<file path="config.mk">
export PLATFORM = sky130hd
export DESIGN_NAME = dlf_lock_controller
export DESIGN_NICKNAME = d
export VERILOG_FILES = /design/src/rtl/dlf_lock_controller.sv
export SDC_FILE = /design/constraint.sdc
export NUM_CORES = 1
export LEC_CHECK = 0
export BUFFER_PORTS_ARGS = -buffer_cell sky130_fd_sc_hd__buf_4
export CORE_MARGIN = 8
export CORE_UTILIZATION = 50
export DETAILED_ROUTE_END_ITERATION = 10
export HOLD_SLACK_MARGIN = 0.05
export PLACE_DENSITY = 0.69
export SLEW_MARGIN = 5
export SYNTH_ARGS = -nofsm -noshare
export SYNTH_HDL_FRONTEND = slang
export SYNTH_SLANG_ARGS = --single-unit
</file>
<file path="constraint.sdc">
create_clock -name clk -period 4.38 [get_ports clk]
set_input_delay 0.657 -clock clk [delete_from_list [all_inputs] [get_ports clk]]
set_output_delay 0.657 -clock clk [all_outputs]
set_load 0.02 [all_outputs]
</file>
<file path="src/rtl/dlf_lock_controller.sv">
`default_nettype none
// ============================================================================
// dlf_lock_controller - ADPLL loop-filter flush/acquire/lock sequencer. Rev 1.0
// Optional macro DLF_CTRL_LOSS_CNT_EN adds the lock_loss_cnt output.
// ============================================================================
module dlf_lock_controller #(
  parameter int WIDTH        = 8,
  parameter int FLUSH_CYCLES = 4,
  parameter int COARSE_THR   = 16,
  parameter int COARSE_CNT   = 8,
  parameter int FINE_THR     = 4,
  parameter int FINE_CNT     = 16,
  parameter int UNLOCK_THR   = 32,
  parameter int UNLOCK_CNT   = 4,
  parameter int TIMEOUT      = 1024,
  parameter int CNT_W        = 11
) (
  input  logic             clk,
  input  logic             rst,
  input  logic             en,
  input  logic [WIDTH-1:0] master_in,
  input  logic             lead,
  output logic             dlf_rstn,
  output logic [1:0]       gear_sel,
  output logic             locked,
  output logic             timeout_err,
`ifdef DLF_CTRL_LOSS_CNT_EN
  output logic [7:0]       lock_loss_cnt,
`endif
  output logic [2:0]       state
);

  typedef enum logic [2:0] {
    IDLE   = 3'd0,
    FLUSH  = 3'd1,
    COARSE = 3'd2,
    FINE   = 3'd3,
    LOCKED = 3'd4
  } state_t;

  localparam logic [WIDTH-1:0] COARSE_THR_V = WIDTH'(COARSE_THR);
  localparam logic [WIDTH-1:0] FINE_THR_V   = WIDTH'(FINE_THR);
  localparam logic [WIDTH-1:0] UNLOCK_THR_V = WIDTH'(UNLOCK_THR);
  localparam logic [CNT_W-1:0] FLUSH_LAST   = CNT_W'(FLUSH_CYCLES - 1);
  localparam logic [CNT_W-1:0] COARSE_LAST  = CNT_W'(COARSE_CNT - 1);
  localparam logic [CNT_W-1:0] FINE_LAST    = CNT_W'(FINE_CNT - 1);
  localparam logic [CNT_W-1:0] UNLOCK_LAST  = CNT_W'(UNLOCK_CNT - 1);
  localparam logic [CNT_W-1:0] TMR_LAST     = CNT_W'(TIMEOUT - 1);

  state_t           cur_state, nxt_state;
  logic [CNT_W-1:0] flush_cnt, good_cnt, bad_cnt, acq_tmr;
  logic [CNT_W-1:0] nxt_flush, nxt_good, nxt_bad, nxt_tmr;
  logic             nxt_timeout_err, nxt_dlf_rstn, nxt_locked;
  logic [1:0]       nxt_gear;
  logic             coarse_good, fine_good, lock_bad;
  logic             unused_lead;

  // Sign of the phase error is irrelevant to lock detection.
  assign unused_lead = lead;

  assign coarse_good = (master_in <= COARSE_THR_V);
  assign fine_good   = (master_in <= FINE_THR_V);
  assign lock_bad    = (master_in >  UNLOCK_THR_V);
  assign state       = cur_state;

  always_comb begin
    nxt_state       = cur_state;
    nxt_flush       = flush_cnt;
    nxt_good        = good_cnt;
    nxt_bad         = bad_cnt;
    nxt_tmr         = acq_tmr;
    nxt_timeout_err = timeout_err;
    nxt_dlf_rstn    = 1'b0;
    nxt_gear        = 2'd2;
    nxt_locked      = 1'b0;

    case (cur_state)
      IDLE: begin
        if (en) begin
          nxt_state       = FLUSH;
          nxt_timeout_err = 1'b0;
        end
      end
      FLUSH: begin
        if (flush_cnt >= FLUSH_LAST) nxt_state = COARSE;
        else                         nxt_flush = flush_cnt + 1'b1;
      end
      COARSE: begin
        if (acq_tmr >= TMR_LAST) begin
          nxt_state       = FLUSH;
          nxt_timeout_err = 1'b1;
        end else begin
          nxt_tmr = acq_tmr + 1'b1;
          if (!coarse_good)              nxt_good  = '0;
          else if (good_cnt >= COARSE_LAST) nxt_state = FINE;
          else                           nxt_good  = good_cnt + 1'b1;
        end
      end
      FINE: begin
        // A lock on the timeout edge still counts as a successful acquisition.
        if (fine_good && good_cnt >= FINE_LAST) begin
          nxt_state = LOCKED;
        end else if (acq_tmr >= TMR_LAST) begin
          nxt_state       = FLUSH;
          nxt_timeout_err = 1'b1;
        end else begin
          nxt_tmr  = acq_tmr + 1'b1;
          nxt_good = fine_good ? good_cnt + 1'b1 : '0;
        end
      end
      LOCKED: begin
        if (!lock_bad)                 nxt_bad   = '0;
        else if (bad_cnt >= UNLOCK_LAST) nxt_state = COARSE;
        else                           nxt_bad   = bad_cnt + 1'b1;
      end
      default: nxt_state = IDLE;
    endcase

    if (nxt_state != cur_state) begin
      nxt_flush = '0;
      nxt_good  = '0;
      nxt_bad   = '0;
    end
    // The acquisition timer spans COARSE and FINE together.
    if (nxt_state != COARSE && nxt_state != FINE) nxt_tmr = '0;

    if (!en) begin
      nxt_state = IDLE;
      nxt_flush = '0;
      nxt_good  = '0;
      nxt_bad   = '0;
      nxt_tmr   = '0;
    end

    case (nxt_state)
      COARSE: nxt_dlf_rstn = 1'b1;
      FINE: begin
        nxt_dlf_rstn = 1'b1;
        nxt_gear     = 2'd1;
      end
      LOCKED: begin
        nxt_dlf_rstn = 1'b1;
        nxt_gear     = 2'd0;
        nxt_locked   = 1'b1;
      end
      default: ;
    endcase
  end

  always_ff @(posedge clk) begin
    if (rst) begin
      cur_state   <= IDLE;
      flush_cnt   <= '0;
      good_cnt    <= '0;
      bad_cnt     <= '0;
      acq_tmr     <= '0;
      timeout_err <= 1'b0;
      dlf_rstn    <= 1'b0;
      gear_sel    <= 2'd2;
      locked      <= 1'b0;
    end else begin
      cur_state   <= nxt_state;
      flush_cnt   <= nxt_flush;
      good_cnt    <= nxt_good;
      bad_cnt     <= nxt_bad;
      acq_tmr     <= nxt_tmr;
      timeout_err <= nxt_timeout_err;
      dlf_rstn    <= nxt_dlf_rstn;
      gear_sel    <= nxt_gear;
      locked      <= nxt_locked;
    end
  end

`ifdef DLF_CTRL_LOSS_CNT_EN
  logic loss_event;
  assign loss_event = (cur_state == LOCKED) && (nxt_state == COARSE);

  always_ff @(posedge clk) begin
    if (rst)                                  lock_loss_cnt <= 8'd0;
    else if (loss_event && lock_loss_cnt != 8'hFF) lock_loss_cnt <= lock_loss_cnt + 8'd1;
  end
`endif

endmodule
`default_nettype wire

</file>
**Word-level counts from Yosys, hierarchy flattened**

Index checks and enable logic that the tools add are counted.

- Add/subtract/negate cells: 4
- Order comparisons: 8
- Equality and inequality tests: 16
- Muxes and demuxes: 30
- Bitwise operators: 2
- Reductions and logical operators: 13

Operators with widths:

| operator | number |
|---|---|
| $mux 11 | 10 |
| $add 11x1->11 const B | 4 |
| $pmux 11 s2 | 2 |
| $mux 3 | 10 |
| $ge 11x2->1 const B | 2 |
| $pmux 3 s5 | 1 |
| $eq 3x2->1 const B | 4 |
| $ge 11x10->1 const B | 1 |
| $ge 11x3->1 const B | 1 |
| $ge 11x4->1 const B | 1 |
| $ne 2x2->1 const B | 5 |
| $reduce_or 3->1 | 3 |
| $gt 8x6->1 const B | 1 |
| $le 8x3->1 const B | 1 |
| $le 8x5->1 const B | 1 |
| $eq 3x3->1 const B | 2 |
| $ne 3x2->1 const B | 2 |
| $reduce_and 2->1 | 3 |
| $mux 1 | 5 |
| $reduce_and 5->1 | 1 |
| $pmux 2 s2 | 1 |
| $eq 3x1->1 const B | 1 |
| $logic_not 3->1 | 1 |
| $ne 3x3->1 | 1 |
| other kinds (7) | 9 |

- Register bits after elaboration: 52
- Input bits: 12
- Output and inout bits: 8
- Word-level logic and storage cells: 82

**Longest topological paths before layout**

Gate-level depths: netlist (run 1).

- Word-level depth: 9
- Depth in mapped cells: 9
- Depth with buffers taken out: 7

**Least setup slack after synthesis (run 1)**

Ideal clock, no wire load.

- Kind: input to register
- Start: input port master_in[3]
- End: register good_cnt[9]
- Library setup time: 0.074 ns
- Data arrival time: 2.597 ns
- Data required time: 4.306 ns
- Setup slack: 1.709 ns
- Stages: 8
- Buffers on the path: 2
- Cell sequence: or4_1 o41a_1 nand3_1 nand2_1 or4b_1 buf_2 buf_6 nor3_2

- Cells in the longest elaborated chain, start to end: 6
- Elaborated cells between the ends (all ways): 20
- Those cells by class: 3 x order compare; 3 x eq/ne; 11 x mux; 3 x reduce/logical

RTL lines:

| what | RTL line | text |
|---|---|---|
| from (decl) | 21 | `input logic [WIDTH-1:0] master_in,` |
| $le 8x5->1 or $le 8x3->1 (tied branches) | 61, 62 |  |
| $mux 3 or $logic_and 1x1->1 (tied branches) | 94, 101 |  |
| $mux 3 (on tied branches) | 89, 101 |  |
| $pmux 3 s5 | 77 | `case (cur_state)` |
| $ne 3x3->1 | 119 | `if (nxt_state != cur_state) begin` |
| $reduce_or 3->1 (no source line) | - |  |
| to (signal assigned) | 164 | `good_cnt <= nxt_good;` |
| to (decl) | 51 | `logic [CNT_W-1:0] flush_cnt, good_cnt, bad_cnt, acq_tmr;` |

Several ways; a longest one is shown, not always the timed one. The select of a mux whose other input is x is not followed.
A chain may end at the register's enable or synchronous reset.

**Worst setup path in the final report (run 1)**

- Start: input port master_in[5]
- End: register acq_tmr[9]

- Cells in the longest elaborated chain, start to end: 7
- Elaborated cells between the ends (all ways): 15
- Those cells by class: 3 x order compare; 3 x eq/ne; 5 x mux; 4 x reduce/logical

RTL lines:

| what | RTL line | text |
|---|---|---|
| $le 8x5->1 or $le 8x3->1 (tied branches) | 61, 62 |  |
| $mux 3 or $logic_and 1x1->1 (tied branches) | 94, 101 |  |
| $mux 3 (on tied branches) | 89, 101 |  |
| $pmux 3 s5 | 77 |  |
| $ne 3x2->1 | 125 | `if (nxt_state != COARSE && nxt_state != FINE) nxt_tmr = '0;` |
| $logic_and 1x1->1 | 125 |  |
| $reduce_or 3->1 (no source line) | - |  |
| to (signal assigned) | 166 | `acq_tmr <= nxt_tmr;` |
| to (decl) | 51 |  |

Several ways; a longest one is shown, not always the timed one.

==> flow_metrics.py, run 1 <==
metrics = {
    "cts": {
        "h-tree-depth": 2,
        "root_buffer": "clkbuf_8",
        "clk_latency_ns": 0.30,
        "postCtsHoldBufs": 0,
        "post-cts-setup-buffer-count": 0,
        "cts.sinks": 52,
        "numCtsBuffers": 5,
        "clock_path_buffers": 2,
        "cts_tree": "yes",
        "cts_resized": 0,
        "clk_pin_slew_ns": 0.09,
    },
    "cells_and_area": {
        "final_area_um2": 2634,
        "area_delta_synth_final_pct": 10.73,
        "n_antenna_cell": 0,
        "num-nets-final": 298,
        "drive_above_1_share_pct": 14.49,
    },
    "sta": {
        "clock_skew_ns": 0.007496,
        "fin_crit_sh_pct": 61.84,
        "slew_viol_final": 0,
        "final.min_clock_period_ns": 2.709,
        "max_slew_margin_pct": 49.35,
        "finalSetupViolations": 0,
        "rsz0062_at_grt": "no",
        "finalHoldViolations": 0,
        "setup-tns-final_ns": 0,
        "max_freq_ghz": 0.3692,
        "worst_slew_pin_slew_ns": 0.7540,
    },
    "synth": {
        "synth_edf_count": 0,
        "synth_flop_cell": "dfxtp_1",
        "synthArstFlopShare_pct": 0,
        "syn_nets": 282,
        "ys_seq_area_share_pct": 43.77,
        "synthCells": 266,
        "synth_cell_types": 50,
        "avgSynthCellArea_um2": 8.942,
        "ys.warnings.count": 0,
        "syn_area_um2": 2379,
        "synth_seq_cells": 52,
    },
    "min_path": {
        "hp-class": "reg -> reg",
    },
    "status": {
        "status": "finished clean",
    },
    "power": {
        "p_sw_uw": 160.8,
        "ir_drop_v": 0.0001860,
        "power_uw": 773.8,
        "power_frac_comb_pct": 3.0,
        "powerDensity_nw_per_um2": 293.8,
        "netSwitchingFraction_pct": 20.78,
        "internal_power_uw": 613.0,
        "pwr-share-seq_pct": 61.2,
        "clockPowerShare_pct": 35.8,
        "p_leak_uw": 0.0009584,
    },
    "routing": {
        "ant_nets": 0,
        "first_pass_iters": 4,
        "vias": 1939,
        "drt-total-wl_um": 4601,
        "drt_iter0_drc": 65,
        "wl_per_cell_um": 13.65,
        "detail_route.vias_per_cell": 5.754,
        "drcViolationCount": 0,
    },
    "setup_path": {
        "criticalPathCategory": "in -> reg",
        "cp.required_ns": 4.59,
        "crit_path_max_fanout": 11,
        "crit_arrival_ns": 2.92,
        "worstSetupStartpointType": "primary input",
        "end_kind": "flop",
    },
    "die": {
        "num_rows": 25,
        "initial_utilization_pct": 51.03,
        "core-area_um2": 4661,
        "die_h_um": 84.97,
        "io_pins": 20,
        "die_x_um": 84.97,
        "die_area_um2": 7220,
    },
    "global_route": {
        "grt_max_degree": 34,
        "gr-total-overflow": 0,
        "track_usage_pct": 13.44,
        "grt_pass1_wl_um": 8024,
        "antenna_found_initial": 0,
        "grt_pass1_vias": 1802,
    },
    "placed_design": {
        "hpwl_um": 3319,
        "gp_congestion": 0.8004,
        "io_buffers": 18,
        "postPlaceCellArea_um2": 2540,
    },
    "job": {
        "max_cap_viol_count": 0,
    },
}
## critical path, cell delays in order
cell      delay, ns
buf_4          0.10
or3_1          0.44
nor4b_1        0.66
a21boi_2       0.24
nand3_1        0.18
and2_1         0.40
o21ba_2        0.22
## cells in the mapped netlist (all sizes together) (3+ instances only)
library cell  number  share of area [%]
nor3              15                4.4
clkbuf             5               0.79
inv               11                1.7
xnor2              3                1.1
and2               3               0.79
a31oi              9                2.4
or4                3                1.1
nand4              5                1.3
nor2              33                5.2
o21ai              7                1.5
dfxtp             52                 44
nor4               4                1.1
ha                 4                2.1
nand2             19                3.0
nor3b              8                3.8
a21o               3               0.95
and3              10                2.6
nand2b             4                1.1
mux2i              3                1.3
xor2               6                2.2
nand3              6                1.3
and4               4                1.5
buf                5                1.3
a21oi             13                2.7
nor4b              3                1.1
nor2b              3               0.79
or3                3               0.79
## worst paths after layout
kind | cells past startpoint | slack (ns) | endpoint | startpoint
hold / removal | 2 | 0.43 | flush_cnt[5] | flush_cnt[5]
hold reg to reg | 2 | 0.43 | flush_cnt[5] | flush_cnt[5]
setup / recovery | 7 | 1.67 | acq_tmr[9] | master_in[5]
setup reg to reg | 6 | 1.69 | good_cnt[10] | good_cnt[6]
## layout by cell type, fill, tap and decap left out, drive strengths merged, types with 2 or more instances in the layout
master / count
inv: 11
xnor2: 3
a41oi: 2
dfxtp: 52
nor2b: 3
clkbuf: 7
nand2b: 4
nor3b: 8
and2: 3
a31oi: 9
or4b: 2
nand3: 6
nor2: 33
xor2: 6
and4: 4
or3: 3
mux2i: 3
nor3: 15
a211oi: 2
nor4b: 3
and3: 10
o21ai: 7
nand4: 5
a21oi: 13
buf: 19
or4: 3
o21bai: 2
a21o: 3
o22a: 2
nor4: 4
ha: 4
nand2: 19
o2bb2ai: 2
## power groups by stage
| stage | Sequential (uW) | Clock (uW) | Combinational (uW) |
|---|---|---|---|
| 2_1_floorplan | 484 | 0 | 12.2 |
| 3_3_place_gp | 485 | 0 | 22.7 |
| 3_5_place_dp | 485 | 0 | 22.9 |
| 4_1_cts | 474 | 291 | 23.0 |
| 5_1_grt | 474 | 308 | 25.5 |
| 6_report | 474 | 277 | 23.1 |
## per-stage QoR
step / hold WS [ns] / std cells / util, % / setup WS [ns]
2_1_floorplan: 0.4080 / 266 / - / 1.709
3_3_place_gp: 0.4150 / 329 / 54.50 / 1.287
3_5_place_dp: 0.4202 / 329 / 54.50 / 1.322
4_1_cts: 0.4340 / 337 / 56.51 / 1.628
5_1_grt: 0.4629 / 337 / 56.51 / 1.397
6_report: 0.4306 / 337 / 56.51 / 1.671
## cells by family (layout without fill, tap and decap cells)
logic type	Yosys count	count (layout)	share of synthesized area (%)
simple gates	125	125	30.67
xor+xnor	9	9	3.314
mux	3	3	1.263
fa+ha+maj	4	4	2.104
compound gates	52	52	15.10
flops	52	52	43.77
buf+inv	21	38	3.787
## layer usage
layer	track usage (%)	part of all wire [%]
met1	15.13	45
met2	23.86	52
met3	2.896	2.3
met5	0	0
met4	5.502	1.3
## state kept, by name, summed over array words and instances, names as in the netlist
name         cells
good_cnt        11
acq_tmr         11
timeout_err      1
locked           1
dlf_rstn         1
bad_cnt         11
state            3
flush_cnt       11
gear_sel         2
## layout make-up
| type | count | area (um^2) |
|---|---|---|
| Multi-Input combinational cell | 193 | 1247 |
| Timing Repair Buffer | 19 | 142.6 |
| Inverter | 11 | 41.29 |
| Fill cell | 432 | 2027 |
| Tap cell | 54 | 67.56 |
| Clock inverter | 1 | 7.507 |
| Sequential cell | 52 | 1041 |
| Clock buffer | 7 | 86.33 |
Power figures use the tool's default switching activity.
==> run 2: changes to the inputs <==
==> constraint.sdc (replaced) <==
create_clock -name clk -period 2.6 [get_ports clk]
set_input_delay 0.39 -clock clk [delete_from_list [all_inputs] [get_ports clk]]
set_output_delay 0.39 -clock clk [all_outputs]
set_load 0.02 [all_outputs]
==> run 2 against run 1 <==
  * Hold slack lost 0.17 ns
  * Combinational power grew 77%
  * Register-to-register slack lost 1.7 ns
  * Clock power grew 97%
  * Sequential cell count is the same
  * Clock-buffer cell count shrank 2
  * Global-route usage is essentially flat
  * Worst setup slack lost 1.7 ns
  * Core utilization grew 4.8 points
  * Non-clock buffer count grew 21
  * Cell area grew 8.4%
  * Routed wire length grew 5.1%
  * Critical endpoint is now good_cnt[10]
==> flow_metrics.py, run 2 (synthesis results as in run 1) <==
metrics = {
    "sta": {
        "max_slew_margin_pct": 70.10,
        "slew_viol_final": 0,
        "clock_skew_ns": 0.007495,
        "final.min_clock_period_ns": 2.591,
        "rsz0062_at_grt": "yes",
        "worst_slew_pin_slew_ns": 0.4423,
        "max_freq_ghz": 0.3860,
        "finalSetupViolations": 0,
        "finalHoldViolations": 0,
        "fin_crit_sh_pct": 99.65,
        "hold_slack_ns": 0.2558,
    },
    "cts": {
        "numCtsBuffers": 5,
        "cts_tree": "yes",
        "clk_latency_ns": 0.30,
        "h-tree-depth": 2,
        "clock_path_buffers": 2,
        "root_buffer": "clkbuf_8",
        "clk_pin_slew_ns": 0.09,
        "cts.sinks": 52,
    },
    "die": {
        "initial_utilization_pct": 51.03,
        "io_pins": 20,
        "die_area_um2": 7220,
        "core-area_um2": 4661,
        "num_rows": 25,
        "die_x_um": 84.97,
        "die_h_um": 84.97,
    },
    "cells_and_area": {
        "final_cell_mix": "dfxtp_1, buf_4, nor2_1",
        "n_antenna_cell": 0,
        "drive_above_1_share_pct": 22.70,
        "area_delta_synth_final_pct": 20.04,
        "regArea_um2": 1041,
        "final_cell_count_no_fill": 358,
        "num-nets-final": 319,
        "final_common_cell": "dfxtp_1",
        "nFillCells": 417,
        "multi_input_area_um2": 1282,
    },
    "power": {
        "ir_drop_v": 0.0002980,
        "powerDensity_nw_per_um2": 485.2,
        "p_leak_uw": 0.001086,
    },
    "setup_path": {
        "reg2reg_depth": 7,
        "r2r_start": "good_cnt[6]",
        "cp.required_ns": 2.84,
        "slowest_delay_ns": 0.56,
        "crit_path_max_fanout": 11,
        "cp_slowest_cell": "or4_4",
        "criticalPathCategory": "reg -> reg",
        "crit_arrival_ns": 2.83,
        "crit_chain": "or4_4 -> a311o_1 -> a21bo_1 -> o21ai_1 -> or4b_4 -> buf_6 -> nor3_2",
        "end_kind": "flop",
        "r2r_slack_ns": 0.009,
        "worstSetupStartpointType": "flop",
        "r2r_end": "good_cnt[10]",
    },
    "global_route": {
        "grt_pass1_vias": 1882,
        "grt_pass1_wl_um": 8211,
        "gr-total-overflow": 0,
        "track_usage_pct": 13.49,
        "grt_max_degree": 23,
        "antenna_found_initial": 0,
    },
    "routing": {
        "drcViolationCount": 0,
        "first_pass_iters": 4,
        "drt_iter0_drc": 126,
        "detail_route.vias_per_cell": 5.575,
        "ant_nets": 0,
        "vias": 1996,
        "wl_per_cell_um": 13.51,
        "drt-total-wl_um": 4835,
    },
    "placed_design": {
        "gp_congestion": 0.8124,
        "dp_cells": 344,
        "hpwl_um": 3481,
        "io_buffers": 18,
    },
    "min_path": {
        "min_delay_worst_endpoint": "timeout_err",
        "hp-class": "in -> reg",
        "min-delay-start": "rst",
        "min_path_cells": 2,
    },
    "job": {
        "max_cap_viol_count": 0,
    },
    "status": {
        "status": "finished clean",
    },
}
## run 2: per-stage QoR
step / TNS (ns) / total power (uW) / setup slack [ns] / cell area [um^2] / util, %
after floorplan: 0 / 836.7 / 0.1334 / 2379 / -
after global placement: 0 / 856.0 / 0.02574 / 2653 / 56.91
after detailed placement: 0 / 857.1 / 0.01330 / 2653 / 56.91
after CTS: 0 / 1402 / 0.03838 / 2776 / 59.57
after global routing: -0.6364 / 1439 / -0.08348 / 2855 / 61.26
final: 0 / 1385 / 0.009125 / 2855 / 61.26
## run 2: area by class of cell
class / instances / share of cell area (%)
Clock inverter: 3 / 1.490
Tap cell: 54 / 2.366
Multi-Input combinational cell: 193 / 44.92
Inverter: 11 / 1.446
Clock buffer: 5 / 2.410
Timing Repair Buffer: 40 / 10.91
Sequential cell: 52 / 36.46
## run 2: where the power goes
group	internal [uW]	switching, uW
Clock	285	261
Sequential	796	1.96
Combinational	21.3	19.8
Total	1100	283
## run 2: worst max-delay path: cells and delay by family, from the launching register on
family,cells,cell delay (ns)
AND/OR/NAND/NOR,3,1.25
AO/OA/AOI/OAI,3,0.76
flip-flops,1,0.34
buffers and inverters,1,0.18
## run 2: how the worst max path moves through the flow
stage                           start           end  slack (ns)
after floorplan           good_cnt[6]   good_cnt[9]        0.13
after global placement    good_cnt[6]    bad_cnt[8]        0.03
after detailed placement  good_cnt[6]   bad_cnt[10]        0.01
after CTS                 good_cnt[6]   bad_cnt[10]        0.04
after global routing      good_cnt[6]  good_cnt[10]       -0.08
final                     good_cnt[6]  good_cnt[10]       0.009
## run 2: repair_timing
action	4_1_cts	5_1_grt
hold buffers	0	0
setup buffers	0	6
cloned	0	0
endpoints found under the setup margin	5	20
pin swaps	1	3
resized for setup	1	9
## run 2: metal layers
layer | wire [um] | global-route usage [%] | up-vias
li1 | - | - | 1037
met1 | 2234 | 15.26 | 943
met2 | 2482 | 24.22 | 12
met3 | 77 | 2.992 | 4
met4 | 41 | 4.531 | 0
met5 | 0 | 0 | -
==> run 3: changes to the inputs <==
==> constraint.sdc (replaced) <==
create_clock -name clk -period 3.3 [get_ports clk]
set_input_delay 0.495 -clock clk [delete_from_list [all_inputs] [get_ports clk]]
set_output_delay 0.495 -clock clk [all_outputs]
set_load 0.02 [all_outputs]
==> run 3 against run 2 <==
  * Critical path depth is the same
  * Hold slack improved by 0.12 ns
  * First-iteration DRC count is 50% lower
  * Highest routed layer unchanged
  * Power decreased by 22%
  * Core utilization fell by 3.5 points
  * Register-to-register slack gained 0.61 ns
==> flow_metrics.py, run 3 (synthesis results as in run 1) <==
metrics = {
    "power": {
        "p_leak_uw": 0.0009948,
        "power_uw": 1086,
        "ir_drop_v": 0.0002965,
        "powerDensity_nw_per_um2": 403.7,
    },
    "setup_path": {
        "cp.required_ns": 3.53,
        "crit_path_max_fanout": 33,
        "crit_arrival_ns": 2.92,
        "worstSetupStartpointType": "flop",
        "criticalPathCategory": "reg -> reg",
        "end_kind": "flop",
    },
    "global_route": {
        "track_usage_pct": 13.20,
        "grt_pass1_vias": 1811,
        "antenna_found_initial": 0,
        "grt_max_degree": 34,
        "grt_pass1_wl_um": 7921,
        "gr-total-overflow": 0,
    },
    "routing": {
        "drt-total-wl_um": 4509,
        "ant_nets": 0,
        "vias": 1920,
        "first_pass_iters": 4,
        "wl_per_cell_um": 13.22,
        "detail_route.vias_per_cell": 5.630,
        "drt_iter0_drc": 63,
        "drcViolationCount": 0,
    },
    "sta": {
        "final.min_clock_period_ns": 2.686,
        "clock_skew_ns": 0.01284,
        "setup-tns-final_ns": 0,
        "rsz0062_at_grt": "no",
        "worst_slew_pin_slew_ns": 0.6749,
        "max_slew_margin_pct": 54.66,
        "slew_viol_final": 0,
        "finalHoldViolations": 0,
        "fin_crit_sh_pct": 81.38,
        "max_freq_ghz": 0.3724,
        "hold_slack_ns": 0.3752,
        "finalSetupViolations": 0,
    },
    "cells_and_area": {
        "num-nets-final": 302,
        "area_delta_synth_final_pct": 13.10,
        "final_cell_count_no_fill": 341,
        "final_common_cell": "dfxtp_1",
        "final_cell_mix": "dfxtp_1, nor2_1, buf_4",
        "n_antenna_cell": 0,
        "drive_above_1_share_pct": 15.68,
    },
    "placed_design": {
        "io_buffers": 18,
        "dp_cells": 333,
        "gp_congestion": 0.7632,
        "hpwl_um": 3385,
    },
    "die": {
        "initial_utilization_pct": 51.03,
        "die_h_um": 84.97,
        "io_pins": 20,
        "num_rows": 25,
        "core-area_um2": 4661,
        "die_area_um2": 7220,
        "die_x_um": 84.97,
    },
    "cts": {
        "postCtsHoldBufs": 0,
        "clock_path_buffers": 2,
        "cts_tree": "yes",
        "clk_pin_slew_ns": 0.10,
        "cts_resized": 0,
        "root_buffer": "clkbuf_8",
        "clk_latency_ns": 0.30,
        "cts.sinks": 52,
        "post-cts-setup-buffer-count": 0,
        "numCtsBuffers": 5,
        "h-tree-depth": 2,
    },
    "job": {
        "max_cap_viol_count": 0,
    },
    "status": {
        "status": "finished clean",
    },
    "min_path": {
        "hp-class": "in -> reg",
    },
}
==> run 3: cell count changes in the layout (fill, tap and decap cells not counted), sizes merged <==
| cell | previous run | this run |
|---|---|---|
| clkinvlp | 1 | 0 |
| buf | 40 | 23 |
| clkbuf | 5 | 6 |
==> run 3: per-layer routing <==
layer / up-vias / part of all wire (%) / GRT usage (%) / routed length, um
met5: - / 0 / 0 / 0
met4: 0 / 0.53 / 3.398 / 24
met3: 2 / 2.4 / 3.475 / 110
met2: 16 / 50 / 23.65 / 2260
met1: 901 / 47 / 15.02 / 2114
li1: 1001 / - / - / -
==> run 3: area by class of cell <==
cell class,count,area (um^2)
Clock buffer,6,72.57
Clock inverter,2,35.03
Fill cell,435,1971
Inverter,11,41.29
Multi-Input combinational cell,193,1247
Sequential cell,52,1041
Tap cell,54,67.56
Timing Repair Buffer,23,185.2
==> run 3: power breakdown <==
group          internal [uW]  total (uW)  switching [uW]
sequential               627         629            1.51
clock                    225         426             201
combinational           16.2        31.0            14.9
==> run 3: worst paths after layout <==
check / from / end / slack [ns] / depth (start not counted)
worst max-delay path: good_cnt[6] / good_cnt[10] / 0.61 / 7
worst min-delay path: rst / timeout_err / 0.38 / 2
worst max register to register: good_cnt[6] / good_cnt[10] / 0.61 / 7
worst min register to register: flush_cnt[6] / flush_cnt[6] / 0.43 / 2
==> run 3: through the flow <==
stage | setup WS (ns) | instance area (um^2) | util, %
6_report | 0.6145 | 2690 | 57.72
5_1_grt | 0.4744 | 2690 | 57.72
4_1_cts | 0.5869 | 2690 | 57.72
2_1_floorplan | 0.7905 | 2379 | -
3_3_place_gp | 0.5663 | 2582 | 55.41
3_5_place_dp | 0.5374 | 2582 | 55.41
==> run 3: worst max-delay path: stages, from the launching register on <==
cell	delay [ns]
dfxtp_1	0.33
or4_4	0.54
a2111oi_2	0.47
o22a_1	0.25
nor3_1	0.05
or4b_1	0.58
buf_12	0.20
nor3_1	0.18
